`src/rtl/sipo_pkg.sv`:
```
// Shared definitions for the serial-in/parallel-out deframer.
// Optional feature macro: PARITY_CHECK_EN (adds a trailing even-parity bit per frame).
package sipo_pkg;

    localparam int SIPO_DATA_W_DEFAULT = 8;

`ifdef PARITY_CHECK_EN
    typedef enum logic [1:0] {
        ST_IDLE   = 2'd0,
        ST_SHIFT  = 2'd1,
        ST_PARITY = 2'd2
    } sipo_state_e;
`else
    typedef enum logic [1:0] {
        ST_IDLE   = 2'd0,
        ST_SHIFT  = 2'd1
    } sipo_state_e;
`endif

endpackage

```
`src/rtl/sipo_shift_core.sv`:
```
// Shift register and bit counter for the deframer; handles bit ordering.
// Optional feature macro: PARITY_CHECK_EN (word output becomes the settled register).
// DATA_W must be at least 2.
module sipo_shift_core
    import sipo_pkg::*;
#(
    parameter int DATA_W    = SIPO_DATA_W_DEFAULT,
    parameter bit MSB_FIRST = 1'b1
) (
    input  logic              clk,
    input  logic              reset,
    input  logic              sample,
    input  logic              serial_in,
    output logic [DATA_W-1:0] word,
    output logic              last_bit
);

    localparam int CNT_W = $clog2(DATA_W);

    logic [CNT_W-1:0]  count_r;
    logic [DATA_W-1:0] shift_r;
    logic [DATA_W-1:0] shift_next_s;

    // Insert the incoming bit at the end that matches the configured bit order
    always_comb begin
        shift_next_s = shift_r;
        if (MSB_FIRST) begin
            shift_next_s = {shift_r[DATA_W-2:0], serial_in};
        end else begin
            shift_next_s = {serial_in, shift_r[DATA_W-1:1]};
        end
    end

    assign last_bit = (count_r == CNT_W'(DATA_W - 1));

`ifdef PARITY_CHECK_EN
    // The word is complete in the register by the time the parity bit arrives
    assign word = shift_r;
`else
    // Without parity the frame completes on the last data edge, so expose the
    // word including the bit being sampled right now
    assign word = shift_next_s;
`endif

    // Sample one bit per enabled edge; counter wraps at the end of the data bits
    always_ff @(posedge clk) begin
        if (reset) begin
            count_r <= {CNT_W{1'b0}};
            shift_r <= {DATA_W{1'b0}};
        end else if (sample) begin
            shift_r <= shift_next_s;
            if (last_bit) begin
                count_r <= {CNT_W{1'b0}};
            end else begin
                count_r <= count_r + CNT_W'(1);
            end
        end else begin
            count_r <= count_r;
            shift_r <= shift_r;
        end
    end

endmodule

```
`src/rtl/sipo_deframer.sv`:
```
// Serial-in/parallel-out deframer with a one-word holding register,
// valid/ready handshake and a sticky overrun flag.
// Optional feature macro: PARITY_CHECK_EN (even-parity bit after the data bits,
// reported on parity_err).
module sipo_deframer
    import sipo_pkg::*;
#(
    parameter int DATA_W    = SIPO_DATA_W_DEFAULT,
    parameter bit MSB_FIRST = 1'b1
) (
    input  logic              clk,
    input  logic              reset,
    input  logic              serial_in,
    input  logic              shift_en,
    input  logic              out_ready,
    output logic [DATA_W-1:0] parallel_out,
    output logic              out_valid,
    output logic              overrun,
    output logic              busy
`ifdef PARITY_CHECK_EN
    ,
    output logic              parity_err
`endif
);

    sipo_state_e       state_r;
    sipo_state_e       state_next_s;
    logic              sample_s;
    logic              complete_s;
    logic              last_bit_s;
    logic [DATA_W-1:0] word_s;

`ifdef PARITY_CHECK_EN
    // 1 when data plus parity bit has odd weight, i.e. even parity violated
    function automatic logic parity_bad(input logic [DATA_W-1:0] data, input logic par);
        return ^{data, par};
    endfunction
`endif

    sipo_shift_core #(
        .DATA_W    (DATA_W),
        .MSB_FIRST (MSB_FIRST)
    ) u_core (
        .clk       (clk),
        .reset     (reset),
        .sample    (sample_s),
        .serial_in (serial_in),
        .word      (word_s),
        .last_bit  (last_bit_s)
    );

    // State register
    always_ff @(posedge clk) begin
        if (reset) begin
            state_r <= ST_IDLE;
        end else begin
            state_r <= state_next_s;
        end
    end

    // Next-state logic: decide when to sample a data bit and when a frame completes
    always_comb begin
        state_next_s = state_r;
        sample_s     = 1'b0;
        complete_s   = 1'b0;
        case (state_r)
            ST_IDLE: begin
                if (shift_en) begin
                    sample_s     = 1'b1;
                    state_next_s = ST_SHIFT;
                end else begin
                    state_next_s = ST_IDLE;
                end
            end
            ST_SHIFT: begin
                if (shift_en) begin
                    sample_s = 1'b1;
                    if (last_bit_s) begin
`ifdef PARITY_CHECK_EN
                        state_next_s = ST_PARITY;
`else
                        complete_s   = 1'b1;
                        state_next_s = ST_IDLE;
`endif
                    end else begin
                        state_next_s = ST_SHIFT;
                    end
                end else begin
                    state_next_s = ST_SHIFT;
                end
            end
`ifdef PARITY_CHECK_EN
            ST_PARITY: begin
                if (shift_en) begin
                    complete_s   = 1'b1;
                    state_next_s = ST_IDLE;
                end else begin
                    state_next_s = ST_PARITY;
                end
            end
`endif
            default: begin
                state_next_s = ST_IDLE;
            end
        endcase
    end

    // Holding register, handshake, sticky overrun and registered busy flag
    always_ff @(posedge clk) begin
        if (reset) begin
            parallel_out <= {DATA_W{1'b0}};
            out_valid    <= 1'b0;
            overrun      <= 1'b0;
            busy         <= 1'b0;
`ifdef PARITY_CHECK_EN
            parity_err   <= 1'b0;
`endif
        end else begin
            busy <= (state_next_s != ST_IDLE);
            if (complete_s) begin
                if (!out_valid || out_ready) begin
                    parallel_out <= word_s;
                    out_valid    <= 1'b1;
`ifdef PARITY_CHECK_EN
                    parity_err   <= parity_bad(word_s, serial_in);
`endif
                end else begin
                    overrun <= 1'b1;
                end
            end else if (out_valid && out_ready) begin
                out_valid <= 1'b0;
            end else begin
                out_valid <= out_valid;
            end
        end
    end

endmodule

```
`config.mk`:
```
export PLATFORM = sky130hd
export DESIGN_NAME = sipo_deframer
export DESIGN_NICKNAME = d
export VERILOG_FILES = /design/src/rtl/sipo_pkg.sv /design/src/rtl/sipo_shift_core.sv /design/src/rtl/sipo_deframer.sv
export SDC_FILE = /design/constraint.sdc
export NUM_CORES = 1
export LEC_CHECK = 0
export ABC_AREA = 0
export ABC_CLOCK_PERIOD_IN_PS = 3900
export CAP_MARGIN = 40
export CORE_MARGIN = 4
export CORE_UTILIZATION = 50
export DETAILED_ROUTE_END_ITERATION = 7
export PLACE_DENSITY = 0.83
export SYNTH_ARGS = -nofsm -noshare
export SYNTH_HDL_FRONTEND = slang
export SYNTH_SLANG_ARGS = --single-unit
```
`constraint.sdc`:
```
create_clock -name clk -period 3.9 [get_ports clk]
set_clock_uncertainty 0.2 [all_clocks]
set_input_delay 0.39 -clock clk [delete_from_list [all_inputs] [get_ports clk]]
set_output_delay 0.39 -clock clk [all_outputs]
set_load 0.03 [all_outputs]
```
Word-level counts from Yosys, hierarchy flattened
Index checks and enable logic that the tools add are counted.
{"block": "classes", "eq_ne": 3, "n_reduce_logical": 10, "n_addsub": 1, "bitwise": 1, "n_mux": 13}
{"operator": "1-bit 2-to-1 mux", "count": 10}
{"operator": "2-bit AND reduction", "count": 3}
{"operator": "2-bit one-hot mux with 2 select lines", "count": 1}
{"operator": "2-bit nonzero test", "count": 2}
{"operator": "3-bit by 1-bit adder with 3-bit output (second input constant)", "count": 1}
{"operator": "3-bit == test (second input constant)", "count": 1}
{"operator": "3-bit 2-to-1 mux", "count": 1}
{"operator": "2-bit by 1-bit == test with 1-bit output (second input constant)", "count": 1}
{"operator": "2-bit zero test", "count": 1}
{"operator": "2-bit 2-to-1 mux", "count": 1}
{"operator": "2-bit by 1-bit inequality test with 1-bit output (second input constant)", "count": 1}
{"operator": "2-bit OR reduction", "count": 1}
{"operator": "1-bit logical AND", "count": 1}
{"operator": "1-bit zero test", "count": 1}
{"operator": "1-bit logical OR", "count": 1}
{"operator": "1-bit inverter", "count": 1}
{"block": "totals", "regBits": 23, "out_inout_bits": 11, "elab_cells": 35}

Longest topological paths before layout
{"block": "logic_depth", "ltp_word": 6, "ltp_mapped": 6, "mapped_depth_nobuf": 5}

Hierarchy
Synthesis repeated with hierarchy kept, for this count alone.
{"block": "unflattened", "hier_cells": 82, "hier_area_um2": 840.8}
{"mod": "sipo_deframer", "n_inst": 1, "seq_area_each_um2": 220.2, "area_each_um2": 447.9, "cells_each": 46}
{"mod": "sipo_shift_core", "n_inst": 1, "seq_area_each_um2": 200.2, "area_each_um2": 392.9, "cells_each": 36}

Worst setup path after synthesis
Ideal clock, no wire load.
{"block": "synth_path", "path_kind": "reg2reg", "from": "register u_core.count_r[0]", "to": "register parallel_out[4]", "synth_period_minus_slack_ps": 1672, "path_slack_ps": 2228, "n_path_buf": 1, "arrival_time_ps": 1401, "stages_incl_launch_ff": 7, "cell_sequence": "dfxtp_1 -> ha_1 -> ha_1 -> nand3_4 -> buf_6 -> or3b_1 -> a21oi_1"}
{"block": "synth_between", "elab_chain_len": 5}
{"element": "from (decl)", "line_no": "sipo_shift_core.sv:20", "text": "logic [CNT_W-1:0] count_r;"}
{"element": "from (signal assigned)", "line_no": "sipo_shift_core.sv:48", "text": "count_r <= {CNT_W{1'b0}};"}
{"element": "from (signal assigned)", "line_no": "sipo_shift_core.sv:53", "text": "count_r <= {CNT_W{1'b0}};"}
{"element": "from (signal assigned)", "line_no": "sipo_shift_core.sv:55", "text": "count_r <= count_r + CNT_W'(1);"}
{"element": "3-bit == test", "line_no": "sipo_shift_core.sv:34", "text": "assign last_bit = (count_r == CNT_W'(DATA_W - 1));"}
{"element": "1-bit 2-to-1 mux", "line_no": "sipo_deframer.sv:78", "text": "if (last_bit_s) begin"}
{"element": "1-bit 2-to-1 mux", "line_no": "sipo_deframer.sv:76", "text": "if (shift_en) begin"}
{"element": "1-bit 2-to-1 mux", "line_no": "sipo_deframer.sv:66", "text": "case (state_r)"}
{"element": "2-bit AND reduction (no line)"}
{"element": "to (signal assigned)", "line_no": "sipo_deframer.sv:111", "text": "parallel_out <= {DATA_W{1'b0}};"}
{"element": "to (signal assigned)", "line_no": "sipo_deframer.sv:122", "text": "parallel_out <= word_s;"}
{"element": "to (decl)", "line_no": "sipo_deframer.sv:16", "text": "output logic [DATA_W-1:0] parallel_out,"}
No other way between the ends.
A chain may end at the register's enable or synchronous reset.

Final worst setup path
{"block": "layout_path", "from": "input shift_en", "to": "register parallel_out[5]"}
{"block": "layout_between", "elab_chain_len": 3}
{"element": "from (decl)", "line_no": "sipo_deframer.sv:14", "text": "input logic shift_en,"}
{"element": "1-bit 2-to-1 mux", "line_no": "sipo_deframer.sv:76"}
{"element": "1-bit 2-to-1 mux", "line_no": "sipo_deframer.sv:66"}
{"element": "2-bit AND reduction (no line)"}
No other way between the ends.

==> results_dict.tcl <==
set metrics [dict create \
    dp.final_hpwl_um 979 \
    critical_path.max_stage_delay_ns 0.93 \
    drive_gt1_share_pct 9.47 \
    cts_sinks 21 \
    placementRows 14 \
    final_min_period_over_clock_period_pct 57.3 \
    ctsHoldBuffers 0 \
    ios 16 \
    synth_seq_cells 21 \
    cts_root_buf "sky130_fd_sc_hd__clkbuf_4" \
    holdPathStages 2 \
    cts_buffer_depth 2 \
    cts_post_setup_buffers_inserted 0 \
    max-vdd-ir-drop_uv 207 \
    critPathArrivalTime_ns 2.26 \
    final.min_clock_period_ns 2.24 \
    worst_ep_required_time_ns 3.92 \
    leakagePower_nw 0.371 \
    grt-ovfl-total 0 \
    layout_common_cells "sky130_fd_sc_hd__dfxtp_1, sky130_fd_sc_hd__clkdlybuf4s50_1, sky130_fd_sc_hd__nor2_1" \
    placed_cells_incl_taps 107 \
    dieArea_um2 2380 \
    drt_wl_total_um 1410 \
    wl_per_cell_um 12.7 \
    final.setup.tns_ns 0 \
    grt_start_max_net_pins 22 \
    route.antenna.remaining_nets 0 \
    rr_worst_depth 5 \
    path_cells "clkdlybuf4s50_1 > nand3_4 > or3b_2 > a21oi_1" \
    status "complete, no violations" \
    synth_sequential_area_ratio_pct 50.6 \
    worst_slew_pin_slew_ns 0.716 \
    fp.dieW_um 48.8 \
    postSynthAreaPerCell_um2 10.1 \
    netlist_area_um2 831 \
    timing_max_transition_violations_final 0 \
    critical-path-slowest-cell "sky130_fd_sc_hd__clkdlybuf4s50_1" \
    place.port_buffers 15 \
    grtUsageTotal_pct 12.9 \
    cts-htree-levels 1 \
    mappedNetlistNets 89 \
    drt-pass1-iter-count 4 \
    tritoncts_clock_tree "yes" \
    critPathLaunchType "input port" \
    hold_viol_final 0 \
    report.power.total_mw 0.345 \
    clock_insertion_delay_worst_skew_ns 0.29 \
    final-setup-viol-count 0 \
    first_global_vias 527 \
    crit_end "parallel_out[5]" \
    layout_commonest_cell "sky130_fd_sc_hd__dfxtp_1" \
    cts_repair_resize_count 0 \
    worstHoldPathType "reg2reg" \
    cap_viol_max_count 0 \
    r2r_setup_slack_ns 2.03 \
    hold-worst-slack_ns 0.281 \
    worst-setup-path-type "in2reg" \
    initial_utilization_pct 53.9 \
    vertical_extent_of_the_die_um 48.8 \
    finalNetCount 103 \
    slew-limit-headroom_pct 52.1 \
    worstSetupStartpoint "shift_en" \
    timing.critical_path.fanout_max 17 \
    drt_iter0_drc 9 \
    grt_setup_unrepaired "no" \
    critical_path.reg2reg.endpoint "parallel_out[5]" \
    drc_errors 0 \
    maxClockFrequency_mhz 447 \
    coreArea_um2 1540 \
    gp_routability_congestion 0.682 \
    clk_pin_slew_ns 0.11 \
    timing.critical_path.to_type "flop" \
    synth_cell_types 17 \
    num_antenna_cells 0 \
    grt_pass1_wl_um 2430 \
    syn_inst 82 \
    layout.core_utilization_pct 64.4 \
    num-fill-cells 143 \
    routed_via_density 5.45 \
    reg_to_reg_critical_path_startpoint "u_core.count_r[0]" \
    power_density_nw_per_um2 347 \
    cts_buffers 3 \
    grt_antenna_before_repair 0 \
    synth_warnings 0 \
    finish.cell_count_without_fillers 111 \
    layout_overhead_on_the_synthesized_area_pct 19.4 \
    total_number_of_vias 605 \
]
## worst min path at each step
stage                                 start                 to
after global placement              overrun            overrun
after CTS                   parallel_out[2]    parallel_out[2]
final                       parallel_out[2]    parallel_out[2]
after detailed placement    parallel_out[2]    parallel_out[2]
after floorplan           u_core.shift_r[6]  u_core.shift_r[6]
after global routing        parallel_out[2]    parallel_out[2]
## logic make-up (layout without fill, tap and decap cells)
| logic type | Yosys count | in the layout | synth area share, % |
|---|---|---|---|
| mux | 10 | 10 | 12.0 |
| compound gates | 19 | 19 | 12.0 |
| flops | 21 | 21 | 50.6 |
| simple gates | 24 | 24 | 18.1 |
| buf+inv | 6 | 19 | 4.22 |
| fa+ha+maj | 2 | 2 | 3.01 |
## routing by layer
layer | vias up | global-route usage, % | part of all wire [%]
met5 | - | 0 | 0
met4 | 0 | 6.73 | 1.6
met3 | 3 | 3.68 | 4.5
met2 | 14 | 20.0 | 47
met1 | 276 | 16.2 | 47
li1 | 312 | - | -
## Yosys cell counts (all sizes together)
master,count,area share (%)
nor2,14,6.3
ha,2,3.0
o21ai,9,5.4
clkbuf,3,1.4
buf,3,2.9
and2b,1,1.2
nand3,1,2.1
mux2i,10,12
or3b,8,8.4
a21oi,8,4.8
a31oi,1,0.75
a41oi,1,1.1
dfxtp,21,51
## power breakdown
group / switching, mW / internal, mW
clock network: 0.0613 / 0.0398
registers: 0.00330 / 0.218
logic: 0.0113 / 0.0108
total: 0.0758 / 0.269
## final cells by class
class / count / area [um^2] / share of cell area, %
repair buffers: 15 / 150 / 15.1
multi-input cells: 55 / 375 / 37.8
flip-flops and latches: 21 / 420 / 42.4
well taps: 16 / 20.0 / 2.02
clock buffers: 4 / 26.3 / 2.65
## state kept, by name, summed over array words and instances (netlist names)
register and flops:
overrun 1, u_core.shift_r 7, parallel_out 8, u_core.count_r 3, busy 1, out_valid 1
## per-stage QoR
| stage | instance area (um^2) | setup slack (ns) |
|---|---|---|
| finish | 992 | 1.66 |
| global route | 992 | 1.55 |
| CTS | 992 | 1.67 |
| detailed placement | 966 | 1.35 |
| global placement | 966 | 1.39 |
| floorplan | 831 | 2.23 |
## worst max-delay path: cells and delay by family
family	cells	cell delay [ns]
buffers and inverters	1	0.93
and+or+nand+nor	2	0.79
AOI/OAI and AO/OA	1	0.13
No activity file was read; power rests on OpenSTA's default activity.
